### src/rtl/ospfb_capture_ctrl.sv
// Capture sequencer: waits for a frame boundary after arm, then writes FRAMES*FFT_LEN
// beats of the OSPFB stream to capture RAM while checking alignment and FFT events.
module ospfb_capture_ctrl #(
    parameter int unsigned FFT_LEN    = 128,
    parameter int unsigned FRAMES     = 32,
    parameter int unsigned DATA_WIDTH = 32,
    parameter int unsigned NFFT       = 2,
    parameter int unsigned CNT_WIDTH  = 16,
    localparam int unsigned ADDR_W    = $clog2(FRAMES * FFT_LEN),
    localparam int unsigned IDX_W     = $clog2(FFT_LEN)
) (
    input  logic                  clk,
    input  logic                  rstn,
    input  logic                  arm,
    input  logic                  abort,
    input  logic [DATA_WIDTH-1:0] s_axis_tdata,
    input  logic                  s_axis_tvalid,
    input  logic                  s_axis_tlast,
    output logic                  s_axis_tready,
    input  logic [NFFT-1:0]       event_fft_overflow,
    input  logic [NFFT-1:0]       event_tlast_unexpected,
    input  logic [NFFT-1:0]       event_tlast_missing,
    output logic                  ram_we,
    output logic [ADDR_W-1:0]     ram_addr,
    output logic [DATA_WIDTH-1:0] ram_wdata,
    output logic                  full,
    output logic                  busy,
    output logic [1:0]            state,
    output logic                  align_err,
    output logic [CNT_WIDTH-1:0]  align_err_cnt,
    output logic [CNT_WIDTH-1:0]  fft_evt_cnt
);

    typedef enum logic [1:0] {
        IDLE    = 2'd0,
        ALIGN   = 2'd1,
        CAPTURE = 2'd2,
        FULL    = 2'd3
    } state_t;

    state_t            cur_state;
    state_t            nxt_state;
    logic [ADDR_W-1:0] wr_addr;
    logic [IDX_W-1:0]  sample_idx;
    logic              cap_beat;
    logic              arm_take;
    logic              last_addr;
    logic              misplaced;
    logic              any_evt;

    assign cap_beat  = (cur_state == CAPTURE) && s_axis_tvalid;
    assign arm_take  = arm && !abort && ((cur_state == IDLE) || (cur_state == FULL));
    assign last_addr = (wr_addr == ADDR_W'(FRAMES * FFT_LEN - 1));
    // tlast must coincide exactly with the final sample of each frame
    assign misplaced = (sample_idx == IDX_W'(FFT_LEN - 1)) != s_axis_tlast;
    assign any_evt   = |{event_fft_overflow, event_tlast_unexpected, event_tlast_missing};

    always_comb begin
        nxt_state = cur_state;
        if (abort) begin
            nxt_state = IDLE;
        end else begin
            case (cur_state)
                IDLE:    if (arm) nxt_state = ALIGN;
                ALIGN:   if (s_axis_tvalid && s_axis_tlast) nxt_state = CAPTURE;
                CAPTURE: if (cap_beat && last_addr) nxt_state = FULL;
                FULL:    if (arm) nxt_state = ALIGN;
                default: nxt_state = IDLE;
            endcase
        end
    end

    always_ff @(posedge clk) begin
        if (!rstn) begin
            cur_state <= IDLE;
        end else begin
            cur_state <= nxt_state;
        end
    end

    always_ff @(posedge clk) begin
        if (!rstn) begin
            ram_we        <= 1'b0;
            ram_addr      <= '0;
            ram_wdata     <= '0;
            wr_addr       <= '0;
            sample_idx    <= '0;
            align_err     <= 1'b0;
            align_err_cnt <= '0;
            fft_evt_cnt   <= '0;
        end else begin
            // a beat taken in the abort cycle is still written
            ram_we <= cap_beat;
            if (cap_beat) begin
                ram_addr  <= wr_addr;
                ram_wdata <= s_axis_tdata;
            end

            if (abort || arm_take) begin
                wr_addr <= '0;
            end else if (cap_beat) begin
                wr_addr <= wr_addr + 1'b1;
            end

            if (arm_take) begin
                sample_idx    <= '0;
                align_err     <= 1'b0;
                align_err_cnt <= '0;
                fft_evt_cnt   <= '0;
            end else begin
                if (cap_beat) begin
                    sample_idx <= sample_idx + 1'b1;
                    if (misplaced) begin
                        align_err <= 1'b1;
                        if (align_err_cnt != '1) align_err_cnt <= align_err_cnt + 1'b1;
                    end
                end
                if ((cur_state == CAPTURE) && any_evt && (fft_evt_cnt != '1)) begin
                    fft_evt_cnt <= fft_evt_cnt + 1'b1;
                end
            end
        end
    end

    assign s_axis_tready = rstn;
    assign full          = (cur_state == FULL);
    assign busy          = (cur_state == ALIGN) || (cur_state == CAPTURE);
    assign state         = cur_state;

endmodule

### config.mk
export PLATFORM = sky130hd
export DESIGN_NAME = ospfb_capture_ctrl
export DESIGN_NICKNAME = d
export VERILOG_FILES = /design/src/rtl/ospfb_capture_ctrl.sv
export SDC_FILE = /design/constraint.sdc
export NUM_CORES = 1
export LEC_CHECK = 0
export BUFFER_PORTS_ARGS = -buffer_cell sky130_fd_sc_hd__clkbuf_2
export CELL_PAD_IN_SITES_DETAIL_PLACEMENT = 1
export CELL_PAD_IN_SITES_GLOBAL_PLACEMENT = 2
export CORE_ASPECT_RATIO = 0.75
export CORE_UTILIZATION = 30
export CTS_CLUSTER_SIZE = 30
export DETAILED_ROUTE_END_ITERATION = 6
export PLACE_DENSITY_LB_ADDON = 0.1
export SYNTH_ARGS = -nofsm -noshare
export SYNTH_HDL_FRONTEND = slang
export SYNTH_SLANG_ARGS = --single-unit
### constraint.sdc
create_clock -name clk -period 2.15 [get_ports clk]
set_input_delay 0.215 -clock clk [delete_from_list [all_inputs] [get_ports clk]]
set_output_delay 0.215 -clock clk [all_outputs]
set_load 0.01 [all_outputs]
==> results.py, run 1 <==
metrics = {
    "placed_design": {
        "place_congestion": 0.7834,
        "placed_area_um2": 5393,
        "dp_hpwl_um": 9129,
        "io_buffers": 126,
    },
    "logic_synthesis": {
        "synth_top_family_by_area": "simple AND/OR/NAND/NOR gates",
        "yosys.area_share.simple_pct": 26.90,
        "synth_area_leader_cell": "dfxtp_1",
        "syn_avg_cell_area_um2": 8.638,
        "yosysTopAreaCellShare_pct": 44.30,
        "async_reset_ff_share_pct": 0,
        "synthDistinctLibCells": 59,
        "syn_area_um2": 4474,
        "ys_warn_count": 0,
        "synth_nets": 569,
        "ys_seq_elements": 99,
        "synth_compound_area_share_pct": 16.97,
        "yosysMostFrequentCell": "nand2_1",
        "synth_cells": 518,
        "synth_edf_count": 0,
        "synthTopCellsByArea": "dfxtp_1, nand2_1, a21boi_0, nor2_1, xnor2_1",
        "synthFlopType": "dfxtp_1",
        "synth-xor-area-share_pct": 5.677,
        "synthAdderAreaFrac_pct": 1.957,
        "netlist_top_cells_count": "nand2_1, dfxtp_1, a21boi_0, nor2_1, clkbuf_1",
        "synth_mux_area_share_pct": 0.6991,
        "seq_area_frac_synth_pct": 44.30,
    },
    "critical_path": {
        "required_ns": 2.40,
        "endpoint_kind": "flop",
        "reg2reg_to": "state[1]$_SDFFE_PP0P_",
        "r2r_cells": 7,
        "start_kind": "flop",
        "crit_start": "state[0]$_SDFFE_PP0P_",
        "crit_chain": "inv_1 -> ha_2 -> and3_1 -> nand3_2 -> o31ai_2 -> a31oi_1 -> a41o_1",
        "worst-setup-path-type": "flop to flop",
        "arrival_ns": 2.20,
        "critPathTopFamily": "compound AO/OA/AOI/OAI gates",
        "crit_end": "state[1]$_SDFFE_PP0P_",
        "critPathMaxStageDelay_ns": 0.40,
        "r2r_start": "state[0]$_SDFFE_PP0P_",
        "cp.depth": 7,
        "cp_max_fo": 7,
        "slowest_stage": "o31ai_2",
        "crit_buf_inv": 1,
        "r2r_slack_ns": 0.20,
    },
    "clock_tree": {
        "clk_latency_ns": 0.36,
        "ctsResizeCount": 0,
        "post_cts_buffers": 0,
        "cts-root-buf": "clkbuf_16",
        "cts_tree": "done",
        "postCtsHoldBufs": 0,
        "numCtsBuffers": 9,
        "htreeDepth": 3,
        "cts_buffer_depth": 2,
        "clk_pin_slew_worst_paths_ns": 0.07,
        "clock_sinks": 99,
    },
    "global_routing": {
        "overflow": 0,
        "antenna_found_initial": 0,
        "grt_pass1_wl_um": 20470,
        "grt_max_degree": 47,
        "grt_pass1_vias": 4047,
        "grtUsageTotal_pct": 17.01,
    },
    "pwr": {
        "p_leak_uw": 0.002196,
        "peakVddDrop_uv": 363.1,
        "p_per_area_nw_per_um2": 638.3,
        "power_uw": 3623,
    },
    "routing": {
        "remaining_drc_errors": 0,
        "drt_wl_total_um": 12570,
        "vias_per_cell": 4.825,
        "dr.pass1.iters": 4,
        "via_count": 4111,
        "antenna_left": 0,
        "drt_iter0_drc": 122,
        "wl_per_cell_um": 14.75,
    },
    "die": {
        "ios": 127,
        "die_area_um2": 15410,
        "die_h_um": 107.8,
        "fp-row-count": 38,
        "coreArea_um2": 14500,
        "die_w_um": 143.0,
        "start_util_pct": 30.85,
    },
    "worst_hold_path": {
        "hp-start": "s_axis_tdata[13]",
        "hold_path.class": "primary input to flop",
    },
    "sta": {
        "relSlewSlack_pct": 54.40,
        "finalSetupViolations": 0,
        "max_freq_mhz": 512.2,
        "hold_violations": 0,
        "fin_crit_sh_pct": 90.81,
        "drv_slew": 0,
        "finalCriticalPeriod_ns": 1.953,
        "fin_tns_setup_ns": 0,
        "worstMarginPinSlew_ns": 0.6839,
        "rsz0062_at_grt": "no",
        "fin_skew_ns": 0.008514,
        "holdWs_ns": 0.08939,
    },
    "cells_and_area": {
        "final_layout_size_suffix_gt1_share_pct": 28.22,
        "final_area_um2": 5675,
        "nets": 698,
        "multi_input_area_um2": 2344,
        "fill_cells": 1776,
        "syn2layout_area_growth_pct": 26.85,
        "ff_latch_area_um2": 1982,
        "antenna_cells": 0,
    },
    "run_status": {
        "outcome": "complete, no violations",
    },
    "run": {
        "maxCapViolCount": 0,
    },
}
-- power by group --
part	switching, uW	internal (uW)	total [uW]	leakage, uW
combinational	117	84.0	201	0.00127
clock	749	822	1570	0.000132
sequential	6.91	1840	1850	0.000798
-- worst reg2reg max path: cells and delay by family, from the launching register on --
kind	cells	cell delay, ns
flops	1	0.32
buf+inv	1	0.08
compound gates	3	0.77
fa+ha+maj	1	0.25
simple gates	2	0.43
-- area by class of cell --
| cell class | instances | area share, % |
|---|---|---|
| Clock buffer | 11 | 4.277 |
| Sequential cell | 99 | 34.92 |
| Inverter | 7 | 0.4630 |
| Timing Repair Buffer | 146 | 13.98 |
| Multi-Input combinational cell | 384 | 41.29 |
| Clock inverter | 5 | 0.6614 |
| Tap cell | 200 | 4.409 |
-- registers in the layout (all words and copies together) (netlist names) --
name	count
state	2
ram_wdata	32
fft_evt_cnt	16
sample_idx	7
ram_we	1
ram_addr	12
align_err	1
wr_addr	12
align_err_cnt	16
-- metal layers --
layer | vias up | part of all wire, % | global-route usage [%]
met5 | - | 0 | 0
met4 | 0 | 1.5 | 6.068
met3 | 14 | 5.6 | 4.315
met2 | 82 | 45 | 26.86
met1 | 1943 | 48 | 22.29
li1 | 2072 | - | -
-- through the flow --
step | utilization, % | std cells | setup slack [ns]
after floorplan | - | 518 | 0.2552
after global placement | 37.19 | 836 | 0.2555
after detailed placement | 37.19 | 836 | 0.1451
after CTS | 39.12 | 852 | 0.1333
after global routing | 39.14 | 852 | 0.000007327
final | 39.14 | 852 | 0.1975
-- cells by family after synthesis --
logic type | Yosys count
AND/OR/NAND/NOR | 248
flip-flops | 99
AO/OA/AOI/OAI | 97
buffers and inverters | 35
XOR/XNOR | 29
adder cells (fa/ha/maj) | 7
multiplexers | 3
-- layout by cell type, fill, tap and decap left out, types with 7 or more instances in the layout --
cell | synthesis | layout
clkbuf_2 | 0 | 126
nand2_1 | 122 | 122
dfxtp_1 | 99 | 99
a21boi_0 | 44 | 44
nor2_1 | 41 | 41
buf_4 | 1 | 19
nand3_1 | 15 | 15
xnor2_1 | 15 | 15
xor2_1 | 14 | 14
nand4_1 | 12 | 12
a21oi_1 | 10 | 10
and3_1 | 9 | 9
clkbuf_16 | 0 | 9
inv_1 | 7 | 7
or4_1 | 7 | 7
-- worst min path at each step --
stage | end | slack, ns | cells after the start
floorplan | ram_wdata[10]$_SDFFE_PN0P_ | 0.36 | 2
global placement | ram_wdata[29]$_SDFFE_PN0P_ | 0.45 | 3
detailed placement | ram_wdata[10]$_SDFFE_PN0P_ | 0.46 | 2
CTS | ram_wdata[11]$_SDFFE_PN0P_ | 0.08 | 3
global route | ram_wdata[5]$_SDFFE_PN0P_ | 0.1 | 3
finish | ram_wdata[13]$_SDFFE_PN0P_ | 0.09 | 3
(Power assumes the default switching activity.)
==> run 2: changes to the inputs <==
--- a/config.mk
+++ b/config.mk
@@ -6,10 +6,11 @@
 export NUM_CORES = 1
 export LEC_CHECK = 0
 export BUFFER_PORTS_ARGS = -buffer_cell sky130_fd_sc_hd__clkbuf_2
-export CELL_PAD_IN_SITES_DETAIL_PLACEMENT = 1
+export CELL_PAD_IN_SITES_DETAIL_PLACEMENT = 2
 export CELL_PAD_IN_SITES_GLOBAL_PLACEMENT = 2
 export CORE_ASPECT_RATIO = 0.75
-export CORE_UTILIZATION = 30
+export CORE_MARGIN = 2
+export CORE_UTILIZATION = 27
 export CTS_CLUSTER_SIZE = 30
 export DETAILED_ROUTE_END_ITERATION = 6
 export PLACE_DENSITY_LB_ADDON = 0.1
==> constraint.sdc (replaced) <==
create_clock -name clk -period 1.7 [get_ports clk]
set_input_delay 0.17 -clock clk [delete_from_list [all_inputs] [get_ports clk]]
set_output_delay 0.17 -clock clk [all_outputs]
set_load 0.01 [all_outputs]
==> results.py, run 2 (synthesis results as in run 1) <==
metrics = {
    "run_status": {
        "outcome": "finished with violations",
        "violations": "negative setup slack",
    },
    "global_routing": {
        "grt_pass1_vias": 4910,
        "grt_pass1_wl_um": 25500,
        "antenna_found_initial": 0,
        "overflow": 0,
        "grt_max_degree": 47,
        "grtUsageTotal_pct": 17.84,
    },
    "routing": {
        "met2_length_um": 7540,
        "vias_per_cell": 4.914,
        "remaining_drc_errors": 0,
        "route.met3.wl_um": 861,
        "drt_wl_total_um": 15880,
        "drt_iter0_drc": 115,
        "wl_per_cell_um": 17.30,
        "wl_met1_um": 7287,
        "antenna_left": 0,
        "dr.pass1.iters": 4,
        "dr.max_layer_used": "met4",
        "via_count": 4511,
    },
    "sta": {
        "worstMarginPinSlew_ns": 0.5013,
        "max_freq_mhz": 577.1,
        "fin_crit_sh_pct": 101.9,
        "fin_skew_ns": 0.01042,
        "drv_slew": 0,
        "finalCriticalPeriod_ns": 1.733,
        "rsz0062_at_grt": "yes",
        "worst_slack_ns": -0.03282,
        "hold_violations": 0,
        "holdWs_ns": 0.05022,
        "finalSetupViolations": 6,
        "relSlewSlack_pct": 66.58,
    },
    "cells_and_area": {
        "largest_reg_flops": 32,
        "ff_latch_area_um2": 1998,
        "multi_input_area_um2": 2724,
        "fill_cells": 1830,
        "final_layout_size_suffix_gt1_share_pct": 41.81,
        "syn2layout_area_growth_pct": 46.48,
        "nets": 754,
        "largest_register": "ram_wdata",
        "final_common_cell": "clkbuf_2",
        "mostFrequentLayoutCells": "clkbuf_2, nand2_1, dfxtp_1",
        "reg.largest.list": "ram_wdata x32, align_err_cnt x16, fft_evt_cnt x16",
        "final_area_um2": 6554,
        "antenna_cells": 0,
    },
    "die": {
        "coreArea_um2": 16120,
        "die_area_um2": 17630,
        "die_w_um": 152.6,
        "die_h_um": 115.5,
        "fp-row-count": 40,
        "ios": 127,
        "start_util_pct": 27.76,
    },
    "critical_path": {
        "critPathMaxStageDelay_ns": 0.48,
        "arrival_ns": 2.03,
        "critPathTopFamily": "simple AND/OR/NAND/NOR gates",
        "start_kind": "flop",
        "endpoint_kind": "flop",
        "cp_max_fo": 14,
        "worst-setup-path-type": "flop to flop",
        "slowest_stage": "or4_4",
        "required_ns": 2.00,
        "crit_chain": "ha_4 -> nand4_4 -> nor2_4 -> mux2i_4 -> buf_12 -> or4_4 -> nand2_2",
        "crit_buf_inv": 1,
    },
    "clock_tree": {
        "clk_pin_slew_worst_paths_ns": 0.07,
        "htreeDepth": 3,
        "clock_sinks": 99,
        "numCtsBuffers": 9,
        "clk_latency_ns": 0.35,
        "cts_buffer_depth": 2,
        "cts-root-buf": "clkbuf_16",
        "cts_tree": "done",
    },
    "run": {
        "maxCapViolCount": 0,
    },
    "worst_hold_path": {
        "hold_path.class": "primary input to flop",
    },
    "placed_design": {
        "io_buffers": 126,
        "place_congestion": 0.7680,
        "dp_hpwl_um": 11370,
        "placed_area_um2": 5832,
    },
    "pwr": {
        "power_uw": 4754,
        "p_leak_uw": 0.002575,
        "p_per_area_nw_per_um2": 725.4,
        "peakVddDrop_uv": 450.6,
    },
}
run 2: changes by cell type in the layout (fill, tap and decap cells not counted), sizes merged:
cell    delta
mux2       +1
clkbuf     +1
inv        -1
clkinv     -1
buf       +55
bufinv     +1
run 2: layer usage:
metal,GRT usage [%],vias up
met4,4.012,0
met1,22.57,2224
met3,5.423,17
li1,-,2179
met5,0,-
met2,30.37,91
run 2: what timing repair did:
item,4_1_cts,5_1_grt
cloned,0,1
hold buffers,0,0
resized for setup,29,54
endpoints found under the hold margin,0,0
endpoints found under the setup margin,67,41
pin swaps,7,12
buffers inserted,4,3
run 2: power by group:
group / internal [uW] / total (uW) / switching, uW
clock network: 1180 / 2110 / 926
logic: 134 / 305 / 171
registers: 2330 / 2340 / 9.15
run 2: path summary, 6_finish.rpt:
| check | from | endpoint | slack [ns] | cells after the start |
|---|---|---|---|---|
| worst max-delay path | sample_idx[1]$_SDFFE_PP0P_ | align_err_cnt[5]$_SDFFE_PP0P_ | -0.03 | 7 |
| worst min-delay path | s_axis_tdata[19] | ram_wdata[19]$_SDFFE_PN0P_ | 0.05 | 3 |
| worst max register to register | sample_idx[1]$_SDFFE_PP0P_ | align_err_cnt[5]$_SDFFE_PP0P_ | -0.03 | 7 |
| worst min register to register | ram_wdata[9]$_SDFFE_PN0P_ | ram_wdata[9]$_SDFFE_PN0P_ | 0.47 | 2 |
run 2: layout make-up:
class	instances	share of cell area (%)
Tap cell	210	4.009
Inverter	7	0.4009
Clock inverter	4	0.7636
Timing Repair Buffer	201	19.01
Sequential cell	99	30.49
Clock buffer	12	3.761
Multi-Input combinational cell	385	41.56
run 2: worst min-delay path, cell delays in order:
cell and delay [ns]:
clkbuf_2 0.08, nand2_1 0.04, a21boi_0 0.06
run 2: through the flow:
stage | instances | TNS (ns) | setup slack (ns) | util, %
floorplan | 518 | -0.005494 | -0.005494 | -
global placement | 895 | -2.085 | -0.08861 | 36.19
detailed placement | 895 | -5.260 | -0.2631 | 36.19
CTS | 915 | -0.0001366 | -0.0001366 | 38.98
global route | 918 | -0.8647 | -0.1041 | 40.67
finish | 918 | -0.1064 | -0.03282 | 40.67
